--- src/rtl/cnt_en_ctrl.sv ---
// rtl/cnt_en_ctrl.sv - count-enable controller: prescaled T pulses with run/step/oneshot control
// Drives the T input of a downstream 4-bit synchronous up counter.
module cnt_en_ctrl (
  input  logic       clk,
  input  logic       res,
  input  logic       start,
  input  logic       stop,
  input  logic       step,
  input  logic [3:0] div,
  input  logic       oneshot,
  input  logic [3:0] limit,
  output logic       t,
  output logic       run,
  output logic       done,
  output logic [3:0] issued
);

  typedef enum logic [1:0] {
    IDLE = 2'd0,
    RUN  = 2'd1,
    STEP = 2'd2
  } state_t;

  state_t     st;
  logic [3:0] psc;
  logic [3:0] div_q;
  logic [3:0] lim_q;
  logic       last_q;

  // last_q marks that the final oneshot pulse is out; the following edge retires to IDLE with done
  always_ff @(posedge clk or posedge res) begin
    if (res) begin
      st     <= IDLE;
      psc    <= 4'd0;
      div_q  <= 4'd0;
      lim_q  <= 4'd0;
      last_q <= 1'b0;
      t      <= 1'b0;
      run    <= 1'b0;
      done   <= 1'b0;
      issued <= 4'd0;
    end else begin
      t    <= 1'b0;
      done <= 1'b0;
      case (st)
        IDLE: begin
          psc <= 4'd0;
          if (start) begin
            st     <= RUN;
            run    <= 1'b1;
            issued <= 4'd0;
            div_q  <= div;
            lim_q  <= limit;
            last_q <= 1'b0;
          end else if (step) begin
            st     <= STEP;
            t      <= 1'b1;
            issued <= issued + 4'd1;
          end
        end
        RUN: begin
          if (stop) begin
            st     <= IDLE;
            run    <= 1'b0;
            psc    <= 4'd0;
            last_q <= 1'b0;
          end else if (start) begin
            psc    <= 4'd0;
            issued <= 4'd0;
            div_q  <= div;
            lim_q  <= limit;
            last_q <= 1'b0;
          end else if (last_q) begin
            st     <= IDLE;
            run    <= 1'b0;
            done   <= 1'b1;
            psc    <= 4'd0;
            last_q <= 1'b0;
          end else if (psc == div_q) begin
            // reload point: a new div only takes effect here
            t      <= 1'b1;
            psc    <= 4'd0;
            div_q  <= div;
            issued <= issued + 4'd1;
            last_q <= oneshot && (issued == lim_q);
          end else begin
            psc <= psc + 4'd1;
          end
        end
        STEP: begin
          st <= IDLE;
        end
        default: begin
          st  <= IDLE;
          run <= 1'b0;
          psc <= 4'd0;
        end
      endcase
    end
  end

endmodule

--- config.mk ---
export PLATFORM = sky130hd
export DESIGN_NAME = cnt_en_ctrl
export DESIGN_NICKNAME = d
export VERILOG_FILES = /design/src/rtl/cnt_en_ctrl.sv
export SDC_FILE = /design/constraint.sdc
export NUM_CORES = 1
export LEC_CHECK = 0
export CAP_MARGIN = 40
export CELL_PAD_IN_SITES_DETAIL_PLACEMENT = 2
export CELL_PAD_IN_SITES_GLOBAL_PLACEMENT = 2
export CORE_UTILIZATION = 33
export DETAILED_ROUTE_END_ITERATION = 6
export MAX_ROUTING_LAYER = met4
export PLACE_DENSITY_LB_ADDON = 0.1
export RECOVER_POWER = 50
export SYNTH_ARGS = -nofsm -noshare
export SYNTH_HDL_FRONTEND = slang
export SYNTH_SLANG_ARGS = --single-unit
--- constraint.sdc ---
create_clock -name clk -period 1.7 [get_ports clk]
set_input_delay 0.34 -clock clk [delete_from_list [all_inputs] [get_ports clk]]
set_output_delay 0.34 -clock clk [all_outputs]
set_load 0.005 [all_outputs]
==> flow_metrics.tcl, run 1 <==
set metrics [dict create \
    synth_top_area_share 0.492 \
    ant_nets 0 \
    wl_um 3070 \
    design_area_um2 1560 \
    power.total_mw 1.63 \
    clock_latency_ns 0.31 \
    cp_max_fo 5 \
    grt_pass1_wl_um 4840 \
    yosys_warnings 0 \
    numCtsBuffers 3 \
    gp_congestion 0.745 \
    drt-initial-drc-count 10 \
    required_ns 1.36 \
    synth.area.top_cells "dfrtp_1 49%, mux2_4 5.4%, xnor2_1 4.7%" \
    io_pins 21 \
    pwr-share-clk 0.150 \
    synth_nets 114 \
    power.switching_mw 0.542 \
    die_height_um 60.2 \
    ir_drop_mv 0.554 \
    dr.pass1.iters 2 \
    period_share 0.967 \
    finalNetCount 156 \
    place_hpwl_um 2260 \
    placed_area_um2 1500 \
    crit_buf_inv 1 \
    yosysTopAreaCell "dfrtp_1" \
    power_frac_seq 0.465 \
    cts_hold_buf 0 \
    syn_area_per_cell_um2 11.4 \
    crit_chain "clkdlybuf4s50_1" \
    path_class "flop to primary output" \
    worst_setup_path_start_kind "flop" \
    dieArea_um2 3630 \
    holdCritPathClass "primary input to flop" \
    fin_crit_ns 1.64 \
    cts.sink_count 22 \
    relSlewSlack 0.618 \
    drive_gt1_frac 0.290 \
    antenna_found_initial 0 \
    crit_family "buffers and inverters" \
    vias_per_cell 4.93 \
    outcome "finished clean" \
    routedWlPerCell_um 16.9 \
    htreeDepth 1 \
    p_int_mw 1.09 \
    maxSlewViolCount 0 \
    synth.cell_area_um2 1120 \
    cts_tree "done" \
    p_leak_nw 0.734 \
    worst_setup_path_end_kind "primary output" \
    row_count 20 \
    clk_pin_slew_ns 0.13 \
    synth_seq_cells 22 \
    vias 898 \
    clock_path_buffers 2 \
    p_sw_frac 0.332 \
    hold_violations 0 \
    core_um2 3130 \
    power_density_nw_per_um2 1040 \
    setup_viol 0 \
    synthDistinctLibCells 30 \
    area_growth_pct 39.7 \
    ys_seq_area_frac 0.492 \
    grt_usage 0.196 \
    start_util 0.358 \
    comb_power_share 0.384 \
    cts_root_buffer "clkbuf_4" \
    nFillCells 337 \
    drcViolationCount 0 \
    drv_cap 0 \
    syn_inst 98 \
    antenna_cells 0 \
    fin_skew_ns 0.00712 \
    fp.dieW_um 60.2 \
    fmax_mhz 609 \
    grt_max_degree 23 \
    slowest_delay_ns 0.54 \
    overflow 0 \
    cp.arrival_ns 1.30 \
    grt_pass1_vias 1008 \
    worst_pin_slew_ns 0.573 \
    slowest_stage "clkdlybuf4s50_1" \
    port_buffers 20 \
]
-- cells by family (layout without fill, tap and decap cells) --
group / Yosys count / after routing / synth area share
AOI/OAI and AO/OA: 17 / 17 / 0.130
xor gates and xnor gates: 11 / 11 / 0.0861
adders and majority gates: 2 / 2 / 0.0224
buffers and inverters: 7 / 47 / 0.0257
DFF: 22 / 22 / 0.492
muxes: 10 / 10 / 0.112
and+or+nand+nor: 29 / 29 / 0.132
-- worst paths after layout --
| kind | startpoint | end | slack [ns] | cells after the start |
|---|---|---|---|---|
| setup / recovery | issued[1] | issued[1] | 0.06 | 1 |
| hold / removal | start | run | 0.47 | 3 |
| setup reg to reg | psc[0] | issued[3] | 0.07 | 6 |
| hold reg to reg | lim_q[0] | lim_q[0] | 0.55 | 1 |
| max in group asynchronous | res | issued[0] | 0.70 | 3 |
| min in group asynchronous | res | lim_q[1] | 0.60 | 3 |
-- metal layers --
layer  global-route usage  wire, um  vias up  part of all wire
li1                     -         -      424                 -
met3               0.0455        62        2             0.020
met1                0.206      1290      460              0.42
met2                0.356      1690       12              0.55
met5                    -         0        -                 0
met4               0.0598        29        0            0.0094
-- per-stage QoR --
step,utilization,hold slack (ns),std cells,TNS (ns),setup slack (ns)
floorplan,-,0.329,98,0,0.192
global placement,0.481,0.515,177,-2.07,-0.190
detailed placement,0.481,0.523,177,-3.48,-0.299
CTS,0.488,0.370,180,0,0.0275
global route,0.500,0.511,182,-0.0522,-0.0200
finish,0.500,0.470,182,0,0.0569
-- power groups by stage --
stage / sequential (mW) / combinational [mW] / clock (mW)
floorplan: 0.720 / 0.349 / 0
global placement: 0.751 / 0.556 / 0
detailed placement: 0.761 / 0.589 / 0
CTS: 0.754 / 0.593 / 0.259
global route: 0.775 / 0.683 / 0.268
finish: 0.760 / 0.627 / 0.245
-- cell type report --
type	instances	area [um^2]	area share
clock buffer	3	22.5	0.0144
inverter	5	18.8	0.0120
multi-input combinational	69	559	0.358
sequential	22	552	0.353
tap	44	55.1	0.0352
timing repair buffer	39	355	0.227
-- what timing repair did --
item / in CTS / in global routing
resized for setup: 1 / 5
setup buffers: 0 / 2
pin swaps: 0 / 2
endpoints found under the setup margin: 1 / 12
endpoints found under the hold margin: 0 / 0
-- flip-flops by register name, indices dropped and copies added (netlist names) --
name / count
run: 1
lim_q: 4
st: 2
t: 1
psc: 4
done: 1
last_q: 1
issued: 4
div_q: 4
-- Yosys cell counts, drive strengths merged --
| cell type | count |
|---|---|
| a21oi | 5 |
| a22o | 1 |
| a31oi | 3 |
| a41o | 1 |
| and3 | 1 |
| buf | 2 |
| dfrtp | 22 |
| ha | 2 |
| inv | 5 |
| mux2 | 8 |
| mux2i | 2 |
| nand2 | 9 |
| nand2b | 2 |
| nand3 | 1 |
| nand3b | 1 |
| nand4 | 3 |
| nor2 | 9 |
| nor2b | 1 |
| nor3 | 2 |
| o2111ai | 1 |
| o21ai | 2 |
| o21bai | 1 |
| o31a | 1 |
| o31ai | 1 |
| o41ai | 1 |
| xnor2 | 6 |
| xor2 | 5 |
-- layout by cell type, fill, tap and decap left out, drive strengths merged, types with 2 or more instances in the layout --
cell type and count:
dfrtp 22, mux2i 2, nor2 9, inv 5, nand2b 2, ha 2, mux2 8, clkdlybuf4s50 18
nand4 3, o21ai 2, nor3 2, xnor2 6, a31oi 3, clkbuf 5, xor2 5, nand2 9
a21oi 5, buf 17
Note: power is estimated with default switching activity, not from simulation.
==> run 2, diff against run 1 <==
CORE_UTILIZATION = 34   (was 33)
CTS_BUF_LIST = sky130_fd_sc_hd__clkbuf_4 sky130_fd_sc_hd__clkbuf_8   (was unset)
SETUP_SLACK_MARGIN = 0.4   (was unset)
==> flow_metrics.tcl, run 2 (synthesis results as in run 1) <==
set metrics [dict create \
    outcome "finished clean" \
    start_util 0.363 \
    antenna_cells 0 \
    nFillCells 299 \
    multi_input_area_um2 658 \
    crit_buf_inv 1 \
    worst_setup_path_end_kind "flop" \
    power_density_nw_per_um2 1090 \
    port_buffers 20 \
    holdCritPathClass "flop to flop" \
    row_count 20 \
    worst_setup_path_start_kind "flop" \
    setup_viol 0 \
    dp_cells 174 \
    overflow 0 \
    fin_skew_ns 0.0171 \
    period_share 0.996 \
    grt_usage 0.235 \
    ir_drop_mv 0.439 \
    vias_per_cell 4.92 \
    regArea_um2 554 \
    maxSlewViolCount 0 \
    clk_pin_slew_ns 0.14 \
    worst_pin_slew_ns 0.564 \
    fmax_mhz 591 \
    vias 964 \
    area_growth_pct 58.2 \
    die_height_um 59.4 \
    relSlewSlack 0.624 \
    drive_gt1_frac 0.467 \
    path_class "flop to flop" \
    cts_tree "done" \
    power.total_mw 1.94 \
    clock_latency_ns 0.31 \
    htreeDepth 1 \
    fin_cells 196 \
    cp.arrival_ns 1.91 \
    numCtsBuffers 3 \
    fp.dieW_um 59.4 \
    rsz0062_at_grt "true" \
    drt-initial-drc-count 62 \
    required_ns 1.92 \
    drcViolationCount 0 \
    gp_congestion 0.727 \
    finalNetCount 169 \
    ant_nets 0 \
    place_hpwl_um 2220 \
    grt_pass1_wl_um 5660 \
    slowest_stage "dfrtp_1" \
    grt_max_degree 23 \
    p_leak_nw 0.829 \
    clock_path_buffers 2 \
    dieArea_um2 3520 \
    final_cell_mix "22 x buf_4, 19 x dfrtp_1, 11 x clkdlybuf4s50_1" \
    slowest_delay_ns 0.45 \
    cts_root_buffer "clkbuf_4" \
    core_um2 3080 \
    grt_pass1_vias 1067 \
    cts.sink_count 22 \
    cts_hold_buf 0 \
    wl_um 4530 \
    routedWlPerCell_um 23.1 \
    antenna_found_initial 0 \
    crit_family "compound AO/OA/AOI/OAI gates" \
    fin_crit_ns 1.69 \
    crit_chain "xnor2_2 > nand4_4 > buf_6 > o41ai_4 > nor2_1 > a31oi_1" \
    cp_max_fo 3 \
    dr.pass1.iters 4 \
    hold_violations 0 \
    final_common_cell "buf_4" \
    io_pins 21 \
    drv_cap 0 \
]
## run 2: repair_timing
action / CTS / global route
pin swaps: 3 / 7
resized for setup: 29 / 22
buffers inserted: 12 / 6
setup endpoints to repair: 25 / 22
## run 2: layout make-up
type / instances / area share
Multi-Input combinational cell: 69 / 0.372
Sequential cell: 22 / 0.313
Timing Repair Buffer: 52 / 0.252
Tap cell: 44 / 0.0311
Clock buffer: 4 / 0.0205
Inverter: 5 / 0.0106
## run 2: routing by layer
metal / GRT usage / wire [um] / up-vias / share of wire
met1: 0.275 / 1760 / 487 / 0.39
met5: - / 0 / - / 0
li1: - / - / 447 / -
met4: 0.0714 / 122 / 0 / 0.027
met3: 0.0262 / 97 / 10 / 0.021
met2: 0.421 / 2550 / 20 / 0.56
## run 2: path summary, 6_finish.rpt
kind	start	endpoint	slack, ns	depth (start not counted)
max in group asynchronous	res	st[1]	0.69	3
worst min-delay path	lim_q[1]	lim_q[1]	0.58	1
worst min register to register	lim_q[1]	lim_q[1]	0.58	1
worst max-delay path	div_q[1]	issued[0]	0.007	6
min in group asynchronous	res	issued[1]	0.61	3
worst max register to register	div_q[1]	issued[0]	0.007	6
## run 2: per-stage QoR
stage / utilization / TNS (ns) / hold WS [ns] / area, um^2 / worst slack [ns]
floorplan: - / 0 / 0.329 / 1120 / 0.192
CTS: 0.537 / 0 / 0.374 / 1650 / 0.115
global placement: 0.482 / -0.964 / 0.512 / 1480 / -0.0788
finish: 0.575 / 0 / 0.579 / 1770 / 0.00663
global route: 0.575 / -0.141 / 0.594 / 1770 / -0.0886
detailed placement: 0.482 / -2.25 / 0.519 / 1480 / -0.219
## run 2: power breakdown
group / switching [mW] / total (mW) / internal (mW)
clock: 0.166 / 0.297 / 0.131
combinational: 0.404 / 0.876 / 0.472
sequential: 0.131 / 0.764 / 0.633
total: 0.701 / 1.94 / 1.23
==> run 3, diff against run 2 <==
ABC_AREA = 0   (was unset)
CORE_UTILIZATION = 37   (was 34)
clock period = 2.01 ns   (was 1.7 ns; I/O delays follow)
==> flow_metrics.tcl, run 3 (synthesis results as in run 1) <==
set metrics [dict create \
    ant_nets 0 \
    gp_congestion 0.731 \
    highest_layer "met4" \
    dr.pass1.iters 3 \
    relSlewSlack 0.194 \
    htreeDepth 1 \
    cts_root_buffer "clkbuf_4" \
    io_pins 21 \
    grt_pass1_wl_um 4880 \
    ir_drop_mv 0.436 \
    overflow 0 \
    core_um2 2810 \
    power.total_mw 1.44 \
    vias_per_cell 5.40 \
    worst_pin_slew_ns 1.21 \
    fp.dieW_um 57.0 \
    hold_start "start" \
    fin_util 0.558 \
    fin_skew_ns 0.00436 \
    hold_violations 0 \
    grt_usage 0.209 \
    antenna_cells 0 \
    wl_met2_um 1970 \
    drt-initial-drc-count 27 \
    wl_um 3500 \
    drive_gt1_frac 0.297 \
    antenna_found_initial 0 \
    numCtsBuffers 3 \
    power_density_nw_per_um2 918 \
    dieArea_um2 3250 \
    vias 912 \
    finalNetCount 156 \
    cts.sink_count 22 \
    path_class "flop to flop" \
    period_share 0.832 \
    required_ns 2.26 \
    finalSetupTns_ns 0 \
    clock_path_buffers 2 \
    routedWlPerCell_um 20.7 \
    cts_tree "done" \
    fin_crit_ns 1.67 \
    drv_cap 0 \
    die_height_um 57.0 \
    area_growth_pct 39.9 \
    dr_wl_met3_um 48 \
    p_leak_nw 0.795 \
    wl_met1_um 1460 \
    clock_latency_ns 0.30 \
    r2r-start "st[1]" \
    maxSlewViolCount 0 \
    place_hpwl_um 1990 \
    cp_max_fo 6 \
    cp.arrival_ns 1.92 \
    grt_pass1_vias 996 \
    final_common_cell "dfrtp_1" \
    final_cell_mix "21 x dfrtp_1, 18 x buf_4, 14 x clkdlybuf4s50_1" \
    port_buffers 20 \
    drcViolationCount 0 \
    startpoint "st[1]" \
    worst_setup_path_end_kind "flop" \
    row_count 19 \
    clk_pin_slew_ns 0.12 \
    holdCritPathClass "primary input to flop" \
    outcome "finished clean" \
    start_util 0.399 \
    rsz0062_at_grt "true" \
    setup_viol 0 \
    fmax_mhz 598 \
    cts_hold_buf 0 \
    worst_setup_path_start_kind "flop" \
    grt_max_degree 23 \
]
run 3: cell type report:
cell class | instances | area (um^2)
Timing Repair Buffer | 39 | 350
Fill cell | 285 | 1240
Inverter | 5 | 18.8
Tap cell | 31 | 38.8
Clock buffer | 3 | 22.5
Sequential cell | 22 | 552
Multi-Input combinational cell | 69 | 583
run 3: metrics by stage:
stage	std cells	setup WS (ns)	hold WS [ns]	instance area (um^2)
floorplan	98	0.490	0.391	1120
detailed placement	152	0.0688	0.520	1390
CTS	165	0.320	0.435	1520
global route	169	0.250	0.515	1570
global placement	152	0.148	0.513	1390
finish	169	0.338	0.510	1570
run 3: worst paths after layout:
kind                                   to  slack (ns)  cells past startpoint
worst max register to register  issued[1]        0.34                      6
worst min register to register  issued[0]        0.53                      1
max in group asynchronous       issued[0]        0.44                      3
worst min-delay path                st[0]        0.51                      3
worst max-delay path            issued[1]        0.34                      6
min in group asynchronous        lim_q[2]        0.78                      3
run 3: what timing repair did:
action,CTS,global route
pin swaps,2,3
setup endpoints to repair,11,21
hold endpoints to repair,0,0
setup buffers,10,4
resized for setup,7,10
run 3: power breakdown:
group	switching, mW	internal [mW]
clock	0.138	0.0699
combinational	0.258	0.335
sequential	0.102	0.533
total	0.498	0.938
run 3: routing by layer:
| metal | track usage | up-vias |
|---|---|---|
| met5 | - | - |
| met2 | 0.373 | 9 |
| met1 | 0.249 | 478 |
| met4 | 0.0627 | 0 |
| met3 | 0.0204 | 2 |
| li1 | - | 423 |
run 3: worst max-delay path, stage by stage (launching register included):
cell     delay [ns]
dfrtp_1        0.49
nor2_1         0.20
nand2_1        0.12
buf_4          0.18
o41ai_4        0.35
buf_4          0.18
a22o_1         0.11
==> edit (flow settings as in run 3) <==
Add an input register stage for `limit`, without a reset; this delays it by one clock. The other inputs are not delayed to match.
--- a/src/rtl/cnt_en_ctrl.sv
+++ b/src/rtl/cnt_en_ctrl.sv
@@ -22,2 +22,8 @@
   } state_t;
+
+  logic [3:0] limit_q;
+
+  always_ff @(posedge clk) begin
+    limit_q <= limit;
+  end
 
@@ -52,3 +58,3 @@
             div_q  <= div;
-            lim_q  <= limit;
+            lim_q  <= limit_q;
             last_q <= 1'b0;
@@ -70,3 +76,3 @@
             div_q  <= div;
-            lim_q  <= limit;
+            lim_q  <= limit_q;
             last_q <= 1'b0;
Behaviour: not the same (a bounded check fails within 4 cycles, from zero or initial values).
==> edit against run 3 <==
  * Setup slack got worse by 210 ps
  * Non-clock buffer count increased by 9
  * Synthesized area is 11% higher
  * Cell area increased by 21%
  * Clock skew down 1.3 ps
  * Wire length rose by 52%
  * Clock power grew 91%
  * Die area increased by 10%
  * Total power rose by 43%
  * Sequential cell count grew 4
  * Combinational power up 49%
  * Fmax shrank 11%
==> edit: results (changes against run 3) <==
Logic synthesis
  – Mapped Nets: 120 (was 114)
  – Synth Area in XOR/XNOR: 5.65% (was 8.61%)
  – Synth cell types: 37 (was 30)
  – Post-synthesis compound-gate area fraction: 11.1% (was 13.0%)
  – Async SR Flop Fraction: 84.6% (was 100%)
  – Avg Inst Size Synth: 11.9 sq um (was 11.4 sq um)

Drt
  – DRT iter0 DRCs: 32 (was 27)
  – DR WL met3: 163 um (was 48 um)
  – Met1 wire length: 2.19 mm (was 1.46 mm)
  – Wire per inst: 27.3 um (was 20.7 um)

Min path
  – HP Class: flip-flop to flip-flop (was primary input to flip-flop)
  – Hold Path Origin: limit_q[3]$_DFF_P_ (was start)

Final layout
  – Area Growth Syn to Fin: 53.0% (was 39.9%)
  – Fill count: 280 (was 285)
  – Share of cells above drive strength 1: 43.4% (was 29.7%)
  – Buffers excl. clock: 48 (was 39)
  – Data-path buffer share of cell area in the final layout: 22.8% (was 22.4%)
  – Reg area: 642 sq um (was 552 sq um)
  – Fin cells: 196 (was 169)
  – Area occupied by multi-input gates: 708 sq um (was 583 sq um)

Power
  – Lkg Pwr: 0.862 nW (was 0.795 nW)
  – Combinational share of power: 43.1% (was 41.3%)
  – Sw power: 0.000748 W (was 0.000498 W)

Run status
  – Status: completed (unchanged)

GRT
  – Vias in the first global route: 1171 (was 996)
  – Gr usage total: 28.7% (was 20.9%)

Place
  – Post-Place Cell Area: 1560 sq um (was 1390 sq um)
  – Post-Place Cells: 174 (was 152)
  – Detailed placement HPWL: 2.21 mm (was 1.99 mm)
  – Routability cong.: 0.780 (was 0.731)

Critical path
  – Slowest CP cell: o41ai_4 (was dfrtp_1)
  – Crit path DAT: 2140 ps (was 1920 ps)

Floorplan
  – Core area: 3130 sq um (was 2810 sq um)

Clock network
  – Total setup buffers inserted after CTS: 13 (was 10)
==> edit: metrics by stage <==
step / hold slack (ps) / TNS (ps) / worst slack (ps)
2_1_floorplan: 391 / 0 / 251
3_3_place_gp: 444 / -504 / -84.3
3_5_place_dp: 455 / -1100 / -216
4_1_cts: 400 / 0 / 203
5_1_grt: 524 / 0 / 69.8
6_report: 506 / 0 / 123
==> edit: critical path: cells and delay by family, from the launching register on <==
kind	cells	cell delay, ps
AOI/OAI and AO/OA	2	850
DFF	1	500
xor gates and xnor gates	1	210
buffers and inverters	1	140
and+or+nand+nor	1	90
==> edit: final timing paths <==
path,end,cells after the start
setup / recovery,psc[3]$_DFFE_PP0P_,5
max in group asynchronous,st[0]$_DFFE_PP0P_,3
hold reg to reg,lim_q[3]$_DFFE_PP0P_,1
min in group asynchronous,div_q[3]$_DFFE_PP0P_,3
setup reg to reg,psc[3]$_DFFE_PP0P_,5
hold / removal,lim_q[3]$_DFFE_PP0P_,1
